$ cat src/rtl/btn_ctrl_pkg.sv
// Shared types and defaults for the button repeat controller.
// Latency: n/a (package only).
// Backpressure: n/a.
package btn_ctrl_pkg;

  typedef enum logic [1:0] {
    IDLE   = 2'd0,
    DELAY  = 2'd1,
    REPEAT = 2'd2
  } state_e;

  typedef enum logic {
    UP = 1'b0,
    DN = 1'b1
  } owner_e;

  localparam int DEF_TICK_DIV = 12000;  // 1 ms at 12 MHz
  localparam int DEF_DELAY_T  = 500;
  localparam int DEF_RATE_T   = 100;

  // Counter width that never collapses to zero bits.
  function automatic int clog2_min1(input int v);
    return (v > 1) ? $clog2(v) : 1;
  endfunction

endpackage

$ cat src/rtl/tick_gen.sv
// Timebase prescaler: pulses tick for one cycle every DIV clocks.
// Latency: first tick DIV cycles after restart is released (tick while count == DIV-1).
// Backpressure: none; restart has priority and zeroes the count synchronously.
//
// Ports: clk, clr_n (async active-low), restart (sync zero), tick (1-cycle pulse).
module tick_gen
  import btn_ctrl_pkg::*;
#(
  parameter int DIV = DEF_TICK_DIV
) (
  input  logic clk,
  input  logic clr_n,
  input  logic restart,
  output logic tick
);

  localparam int            W    = clog2_min1(DIV);
  localparam logic [W-1:0]  LAST = W'(DIV - 1);

  logic [W-1:0] cnt_q;
  logic [W-1:0] cnt_d;

  always_comb begin
    cnt_d = cnt_q;
    if (restart || (cnt_q == LAST)) begin
      cnt_d = '0;
    end else begin
      cnt_d = cnt_q + W'(1);
    end
  end

  always_ff @(posedge clk or negedge clr_n) begin
    if (!clr_n) begin
      cnt_q <= '0;
    end else begin
      cnt_q <= cnt_d;
    end
  end

  assign tick = (cnt_q == LAST);

endmodule

$ cat src/rtl/btn_repeat_ctrl.sv
// Button controller: turns up/dn/clr levels into 1-cycle command ticks with hold-to-repeat.
// Latency: level sampled at edge k gives its tick after edge k+1; release acts at its own sample edge.
// Backpressure: none; ticks are fire-and-forget, non-owner/lower-priority edges are dropped.
//
// Ports: clk, clr_n (async active-low); up_lvl/dn_lvl/clr_lvl debounced levels in;
//        up_tick/dn_tick/clr_tick one-cycle commands, repeating, busy (all registered) out.
module btn_repeat_ctrl
  import btn_ctrl_pkg::*;
#(
  parameter int TICK_DIV = DEF_TICK_DIV,
  parameter int DELAY_T  = DEF_DELAY_T,
  parameter int RATE_T   = DEF_RATE_T
) (
  input  logic clk,
  input  logic clr_n,
  input  logic up_lvl,
  input  logic dn_lvl,
  input  logic clr_lvl,
  output logic up_tick,
  output logic dn_tick,
  output logic clr_tick,
  output logic repeating,
  output logic busy
);

  localparam int             MAX_T     = (DELAY_T > RATE_T) ? DELAY_T : RATE_T;
  localparam int             CW        = clog2_min1(MAX_T + 1);
  localparam logic [CW-1:0]  DLY_LAST  = CW'(DELAY_T - 1);
  localparam logic [CW-1:0]  RATE_LAST = CW'(RATE_T - 1);

  // Bit order for the sampled levels: [2]=clr, [1]=dn, [0]=up.
  logic [2:0]    samp_q, samp_d;
  logic [2:0]    prev_q, prev_d;
  state_e        state_q, state_d;
  owner_e        owner_q, owner_d;
  logic [CW-1:0] cnt_q, cnt_d;
  logic          up_tick_q, up_tick_d;
  logic          dn_tick_q, dn_tick_d;
  logic          clr_tick_q, clr_tick_d;
  logic          busy_q, busy_d;
  logic          rep_q, rep_d;

  logic          tb_restart;
  logic          tb_tick;
  logic [2:0]    rise;
  logic          own_lvl;
  logic [CW-1:0] own_last;

  tick_gen #(
    .DIV (TICK_DIV)
  ) u_tick_gen (
    .clk     (clk),
    .clr_n   (clr_n),
    .restart (tb_restart),
    .tick    (tb_tick)
  );

  // Edges come from the registered samples; prev starts at 1 so a button
  // held through reset never looks like a fresh press.
  assign rise = samp_q & ~prev_q;

  // Release looks at the live level so a repeat due on the release edge is lost.
  assign own_lvl  = (owner_q == UP) ? up_lvl : dn_lvl;
  assign own_last = (state_q == DELAY) ? DLY_LAST : RATE_LAST;

  always_comb begin
    samp_d     = {clr_lvl, dn_lvl, up_lvl};
    prev_d     = samp_q;
    state_d    = state_q;
    owner_d    = owner_q;
    cnt_d      = cnt_q;
    up_tick_d  = 1'b0;
    dn_tick_d  = 1'b0;
    clr_tick_d = 1'b0;
    tb_restart = 1'b0;

    case (state_q)
      IDLE: begin
        // Hold the timebase at zero so the hold interval starts exactly at the press.
        tb_restart = 1'b1;
        cnt_d      = '0;
        if (rise[2]) begin
          clr_tick_d = 1'b1;
        end else if (rise[0]) begin
          up_tick_d = 1'b1;
          owner_d   = UP;
          state_d   = DELAY;
        end else if (rise[1]) begin
          dn_tick_d = 1'b1;
          owner_d   = DN;
          state_d   = DELAY;
        end
      end

      DELAY, REPEAT: begin
        if (!own_lvl) begin
          state_d = IDLE;
        end else if (rise[2]) begin
          clr_tick_d = 1'b1;
          state_d    = IDLE;
        end else if (tb_tick) begin
          if (cnt_q == own_last) begin
            cnt_d = '0;
            if (owner_q == UP) begin
              up_tick_d = 1'b1;
            end else begin
              dn_tick_d = 1'b1;
            end
            if (state_q == DELAY) begin
              state_d    = REPEAT;
              tb_restart = 1'b1;
            end
          end else begin
            cnt_d = cnt_q + CW'(1);
          end
        end
      end

      default: begin
        state_d = IDLE;
      end
    endcase

    busy_d = (state_d != IDLE);
    rep_d  = (state_d == REPEAT);
  end

  always_ff @(posedge clk or negedge clr_n) begin
    if (!clr_n) begin
      samp_q     <= '1;
      prev_q     <= '1;
      state_q    <= IDLE;
      owner_q    <= UP;
      cnt_q      <= '0;
      up_tick_q  <= 1'b0;
      dn_tick_q  <= 1'b0;
      clr_tick_q <= 1'b0;
      busy_q     <= 1'b0;
      rep_q      <= 1'b0;
    end else begin
      samp_q     <= samp_d;
      prev_q     <= prev_d;
      state_q    <= state_d;
      owner_q    <= owner_d;
      cnt_q      <= cnt_d;
      up_tick_q  <= up_tick_d;
      dn_tick_q  <= dn_tick_d;
      clr_tick_q <= clr_tick_d;
      busy_q     <= busy_d;
      rep_q      <= rep_d;
    end
  end

  assign up_tick   = up_tick_q;
  assign dn_tick   = dn_tick_q;
  assign clr_tick  = clr_tick_q;
  assign busy      = busy_q;
  assign repeating = rep_q;

endmodule
$ cat config.mk
export PLATFORM = sky130hd
export DESIGN_NAME = btn_repeat_ctrl
export DESIGN_NICKNAME = d
export VERILOG_FILES = /design/src/rtl/btn_ctrl_pkg.sv /design/src/rtl/tick_gen.sv /design/src/rtl/btn_repeat_ctrl.sv
export SDC_FILE = /design/constraint.sdc
export NUM_CORES = 1
export LEC_CHECK = 0
export ABC_AREA = 1
export CAP_MARGIN = 20
export CELL_PAD_IN_SITES_DETAIL_PLACEMENT = 0
export CELL_PAD_IN_SITES_GLOBAL_PLACEMENT = 1
export CORE_ASPECT_RATIO = 1.25
export CORE_MARGIN = 1
export CORE_UTILIZATION = 41
export CTS_CLUSTER_SIZE = 8
export DETAILED_ROUTE_END_ITERATION = 7
export PLACE_DENSITY = 0.75
export SYNTH_ARGS = -nofsm -noshare
export SYNTH_HDL_FRONTEND = slang
export SYNTH_SLANG_ARGS = --single-unit
$ cat constraint.sdc
create_clock -name clk -period 1.95 [get_ports clk]
set_input_delay 0.195 -clock clk [delete_from_list [all_inputs] [get_ports clk]]
set_output_delay 0.195 -clock clk [all_outputs]
set_load 0.02 [all_outputs]
# ---- Word level (Yosys, flattened, before mapping)
# Index checks and enable logic that the tools add are counted.
dict set report word_totals {
  memories 0
  output_inout_bits 5
  rom_bits 0
  register_bits 37
  ram_bits 0
  input_bits 5
  latch_bits 0
  wordCells 77
}
dict set report op_classes {
  div_mod_pow 0
  add_sub_neg 2
  n_mul 0
  n_shift 0
  mux 45
  n_reduce_logical 8
  n_eq_ne 8
  n_bitwise 3
  order_cmp 0
}
# op count
set op_table {}
lappend op_table {{two-way mux 9 bit} 5}
lappend op_table {{two-way mux 1 bit} 25}
lappend op_table {{one-hot mux 9 bit (2 select lines)} 1}
lappend op_table {{two-way mux 2 bit} 8}
lappend op_table {{adder 14 x 1 -> 14 bit (second input constant)} 1}
lappend op_table {{== test 14 bit (second input constant)} 1}
lappend op_table {{two-way mux 14 bit} 1}
lappend op_table {{adder 9 x 1 -> 9 bit (second input constant)} 1}
lappend op_table {{== test 9 bit} 1}
lappend op_table {{one-hot mux 1 bit (2 select lines)} 4}
lappend op_table {{inequality test 2 bit (second input constant)} 3}
lappend op_table {{nonzero test 2 bit} 3}
lappend op_table {{== test 2 bit (second input constant)} 2}
lappend op_table {{one-hot mux 2 bit (2 select lines)} 1}
lappend op_table {{AND reduction 4 bit} 1}
lappend op_table {{bitwise AND 3 bit} 1}
lappend op_table {{NOT 3 bit} 1}
lappend op_table {{AND reduction 3 bit} 1}
lappend op_table {{== test 2 x 1 -> 1 bit (second input constant)} 1}
lappend op_table {{logical NOT 2 bit} 1}
lappend op_table {{OR reduction 2 bit} 1}
lappend op_table {{logical OR 1 bit} 1}
lappend op_table {{NOT 1 bit} 1}

# ---- Logic depth before layout (Yosys ltp)
dict set report logic_depth {
  ltp_word 10
  mapped_depth 12
  depth_no_buf 12
}

# ---- Cells and area by module
# A second synthesis with hierarchy kept.
dict set report unflattened {
  hier_cells 251
  area_unflattened_um2 2019.4
}
# mod cells_each area_each_um2 seq_area_each_um2 instances
set modules_own_cells {}
lappend modules_own_cells {btn_repeat_ctrl 140 1207.4 583.1 1}
lappend modules_own_cells {tick_gen 111 812.0 350.3 1}

# ---- Worst setup path after synthesis
# No wires, ideal clock.
dict set report synth_path {
  path_type {reg-to-reg}
  start {register state_q[0]}
  end {register u_tick_gen.cnt_q[11]}
  period_less_slack_ps 1646
  path_stages_with_launch 11
  setup_ps 121
  t_arrival_ps 1525
  path_buffers 1
  required_ps 1829
  slack_ps 304
  cell_sequence {dfrtp_1 inv_1 ha_1 nand3_1 nor2_2 nand3_1 nand2_1 nand2_1 nand2_2 buf_8 nor2_2}
}
dict set report synth_between {
  elab_chain_cells 10
  elab_cells_between_ends 14
  cone_classes {eq/ne: 3; mux: 8; reduce/logical: 3}
}
# item line_no
set synth_rtl {}
lappend synth_rtl {{start, declared} btn_repeat_ctrl.sv:34} ;# state_e state_q, state_d;
lappend synth_rtl {{start signal, assigned} btn_repeat_ctrl.sv:143} ;# state_q <= state_d;
lappend synth_rtl {{== test 2 x 1 -> 1 bit} {btn_repeat_ctrl.sv:64, btn_repeat_ctrl.sv:77, btn_repeat_ctrl.sv:109}}
lappend synth_rtl {{two-way mux 9 bit} btn_repeat_ctrl.sv:64} ;# assign own_last = (state_q == DELAY) ? DLY_LAST : RATE_LAST;
lappend synth_rtl {{== test 9 bit} btn_repeat_ctrl.sv:102} ;# if (cnt_q == own_last) begin
lappend synth_rtl {{two-way mux 1 bit} btn_repeat_ctrl.sv:102}
lappend synth_rtl {{two-way mux 1 bit} btn_repeat_ctrl.sv:101} ;# end else if (tb_tick) begin
lappend synth_rtl {{two-way mux 1 bit} btn_repeat_ctrl.sv:98} ;# end else if (rise[2]) begin
lappend synth_rtl {{two-way mux 1 bit} btn_repeat_ctrl.sv:96} ;# if (!own_lvl) begin
lappend synth_rtl {{one-hot mux 1 bit (2 select lines) (*)} btn_repeat_ctrl.sv:77} ;# case (state_q)
lappend synth_rtl {{logical OR 1 bit (*)} tick_gen.sv:25} ;# if (restart || (cnt_q == LAST)) begin
lappend synth_rtl {{two-way mux 14 bit (*)} tick_gen.sv:25}
lappend synth_rtl {{via u_tick_gen.cnt_d[11]} tick_gen.sv:21} ;# logic [W-1:0] cnt_d;
lappend synth_rtl {{end signal, assigned} tick_gen.sv:36} ;# cnt_q <= cnt_d;
lappend synth_rtl {{end, declared} tick_gen.sv:20} ;# logic [W-1:0] cnt_q;
# The timed path passes the listed nets; every way through them passes the cells marked *.
# A chain may end at the register's enable or synchronous reset.

# ---- Worst setup path after layout
dict set report layout_path {
  start {register state_q[0]}
  end {register u_tick_gen.cnt_q[0]}
}
# Same word-level chain as after synthesis.

==> results.json <==
{
  "run_status": "completed",
  "critical_path_class": "reg -> reg",
  "ys.warnings.count": 0,
  "vias_per_cell": 4.75,
  "cts_tree": "done",
  "antenna_found_initial": 0,
  "floorplan.die.width_um": 63.6,
  "yosysSeqAreaShare": 0.480,
  "timing.hold.worst.class": "in -> reg",
  "finalCritPeriodShare": 0.860,
  "synth.avg_cell_area_um2": 8.17,
  "arrival_ns": 1.86,
  "critPathRequiredTime_ns": 2.13,
  "synth-seq-cells": 37,
  "clk_slew_on_worst_s_h_paths_ns": 0.07,
  "timing.final.hold_violations": 0,
  "timing_max_transition_violations_final": 0,
  "dr_total_vias": 1505,
  "cts_buffers": 5,
  "cts_repair_resize_count": 0,
  "vdd.ir_drop.worst_mv": 0.668,
  "core.rowCount": 27,
  "synth.net_count": 249,
  "area.growth.synth_to_final_pct": 17.6,
  "critical_path.top_delay_family": "simple AND/OR/NAND/NOR gates",
  "fin_skew_ns": 0.00634,
  "grt_usage": 0.168,
  "max_freq_ghz": 0.596,
  "timing.slew.headroom": 0.696,
  "crit_path_slowest_cell": "dfrtp_1",
  "dp_cells": 308,
  "coreArea_mm2": 0.00449,
  "setup_repair_after_global_routing_missed_its_margin": "false",
  "nNetsFinal": 269,
  "gr-total-overflow": 0,
  "area_of_the_mapped_netlist_mm2": 0.00194,
  "postCtsSetupRepairBufs": 0,
  "grt_first_pass_wirelength_mm": 6.56,
  "instances_no_fill": 317,
  "synth.distinct_cells": 23,
  "place.port_buffers": 9,
  "power_density_mw_per_mm2": 1010,
  "critPathMaxStageDelay_ns": 0.42,
  "drt-initial-drc-count": 99,
  "cts_htree_levels": 2,
  "tightestPinTransition_ns": 0.452,
  "endpoint_kind": "register",
  "number_of_antenna_violating_nets_in_the_routed_design": 0,
  "clock_root_buffer_master": "clkbuf_8",
  "leakage_nw": 1.05,
  "clock_network_latency_to_the_later_pin_of_the_worst_skew_pair_ns": 0.28,
  "via_count_of_the_first_global_routing_pass": 1485,
  "setup-tns-final_ns": 0,
  "layout.cells.most_common": "nand2_1",
  "timing.reg2reg.setup_slack_ns": 0.27,
  "initial_core_util": 0.433,
  "critical_path.startpoint_type": "register",
  "timing.final.setup_violations": 0,
  "fraction_of_layout_cells_with_a_size_suffix_above_1": 0.143,
  "worstPathBufferInverterCount": 2,
  "post_drt_wl_per_cell_um": 11.4,
  "maxCapViolCount": 0,
  "dieArea_mm2": 0.00502,
  "detailedPlacementHpwl_mm": 2.66,
  "crit_path_max_fo": 14,
  "period_needed_ns": 1.68,
  "clockBufferDepth": 2,
  "drt_wl_total_mm": 3.60,
  "mostFrequentLayoutCells": "nand2_1 (46), inv_1 (40), dfrtp_1 (31), nor2_1 (26), nand3_1 (17)",
  "antenna_cells": 0,
  "number_of_buffers_inserted_for_hold_repair_after_clock_tree_synthesis": 1,
  "detail_route.drc_violations": 0,
  "synthesized_instance_count": 238,
  "floorplan.io_pins": 10,
  "drtPass1Iterations": 4,
  "die_h_um": 79.0,
  "timing.critical_path.cells": "inv_1 > ha_1 > nand3_1 > nor2_2 > nand3_1 > nand2_1 > nand2_1 > nand2_2 > buf_12 > nor2_1",
  "cts.sink_count": 37,
  "final.fill_count": 440,
  "largest_net_degree_at_the_start_of_global_routing": 38,
  "gp_congestion": 0.825
}
synthesized netlist by cell type, drive strengths merged:
master | n | area [um2]
inv | 40 | 150
dfrtp | 31 | 776
ha | 6 | 75.1
nand3 | 19 | 105
buf | 2 | 22.5
o22ai | 1 | 6.26
clkinv | 1 | 3.75
dfstp | 6 | 158
nand2 | 47 | 179
nor3 | 6 | 30.0
o21ai | 7 | 35.0
nor4 | 3 | 18.8
xor2 | 8 | 70.1
a21oi | 15 | 75.1
or2 | 1 | 6.26
nand4 | 3 | 18.8
nor2 | 39 | 189
xnor2 | 3 | 26.3
area by class of cell:
class / instances / area, um2 / area share
Multi-Input combinational cell: 158 / 835 / 0.365
Timing Repair Buffer: 15 / 158 / 0.0690
Sequential cell: 37 / 933 / 0.408
Tap cell: 58 / 72.6 / 0.0317
Clock inverter: 3 / 65.1 / 0.0285
Clock buffer: 5 / 68.8 / 0.0301
Inverter: 41 / 154 / 0.0673
kinds of logic (layout without fill, tap and decap cells):
logic type / Yosys count / in the layout / synth area share
flip-flops: 37 / 37 / 0.480
buffers and inverters: 43 / 64 / 0.0907
AND/OR/NAND/NOR: 118 / 118 / 0.281
AO/OA/AOI/OAI: 23 / 23 / 0.0598
XOR/XNOR: 11 / 11 / 0.0496
adder cells (fa/ha/maj): 6 / 6 / 0.0386
state kept, by name, indices dropped and copies added (netlist names):
register,count
clr_tick,1
prev_d,3
dn_tick,1
prev_q,3
state_q,2
cnt_q,9
u_tick_gen.cnt_q,14
repeating,1
busy,1
owner_q,1
up_tick,1
metal layers:
metal | up-vias | wire length [um] | GRT usage | part of all wire
li1 | 788 | - | - | -
met1 | 690 | 1720 | 0.208 | 0.48
met2 | 22 | 1740 | 0.283 | 0.48
met3 | 5 | 90 | 0.0345 | 0.025
met4 | 0 | 60 | 0.0682 | 0.017
met5 | - | 0 | 0 | 0
final timing paths:
path                       depth (start not counted)                  from                       endpoint
max                                               10  state_q[0]$_DFF_PN0_  u_tick_gen.cnt_q[0]$_DFF_PN0_
min in group asynchronous                          3                 clr_n  u_tick_gen.cnt_q[9]$_DFF_PN0_
min reg2reg                                        0   prev_d[2]$_DFF_PN1_            prev_q[2]$_DFF_PN1_
max reg2reg                                       10  state_q[0]$_DFF_PN0_  u_tick_gen.cnt_q[0]$_DFF_PN0_
min                                                1               clr_lvl            prev_d[2]$_DFF_PN1_
max in group asynchronous                          3                 clr_n            prev_q[2]$_DFF_PN1_
stage by stage:
stage	instance area [um2]	worst slack [ns]	hold slack [ns]	util	total power [mW]
floorplan	1940	0.304	-0.101	-	1.33
global route	2290	0.0385	0.314	0.509	2.47
finish	2290	0.273	0.316	0.509	2.32
global placement	2140	0.256	0.177	0.477	1.56
detailed placement	2140	0.229	0.180	0.477	1.56
CTS	2290	0.236	0.307	0.509	2.35
where the power goes:
part           internal (mW)  total (mW)  switching, mW
logic                  0.251       0.649          0.397
registers              0.839       0.885         0.0457
clock network          0.508       0.782          0.274
total                   1.60        2.32          0.717
No activity file was read; power rests on OpenSTA's default activity.
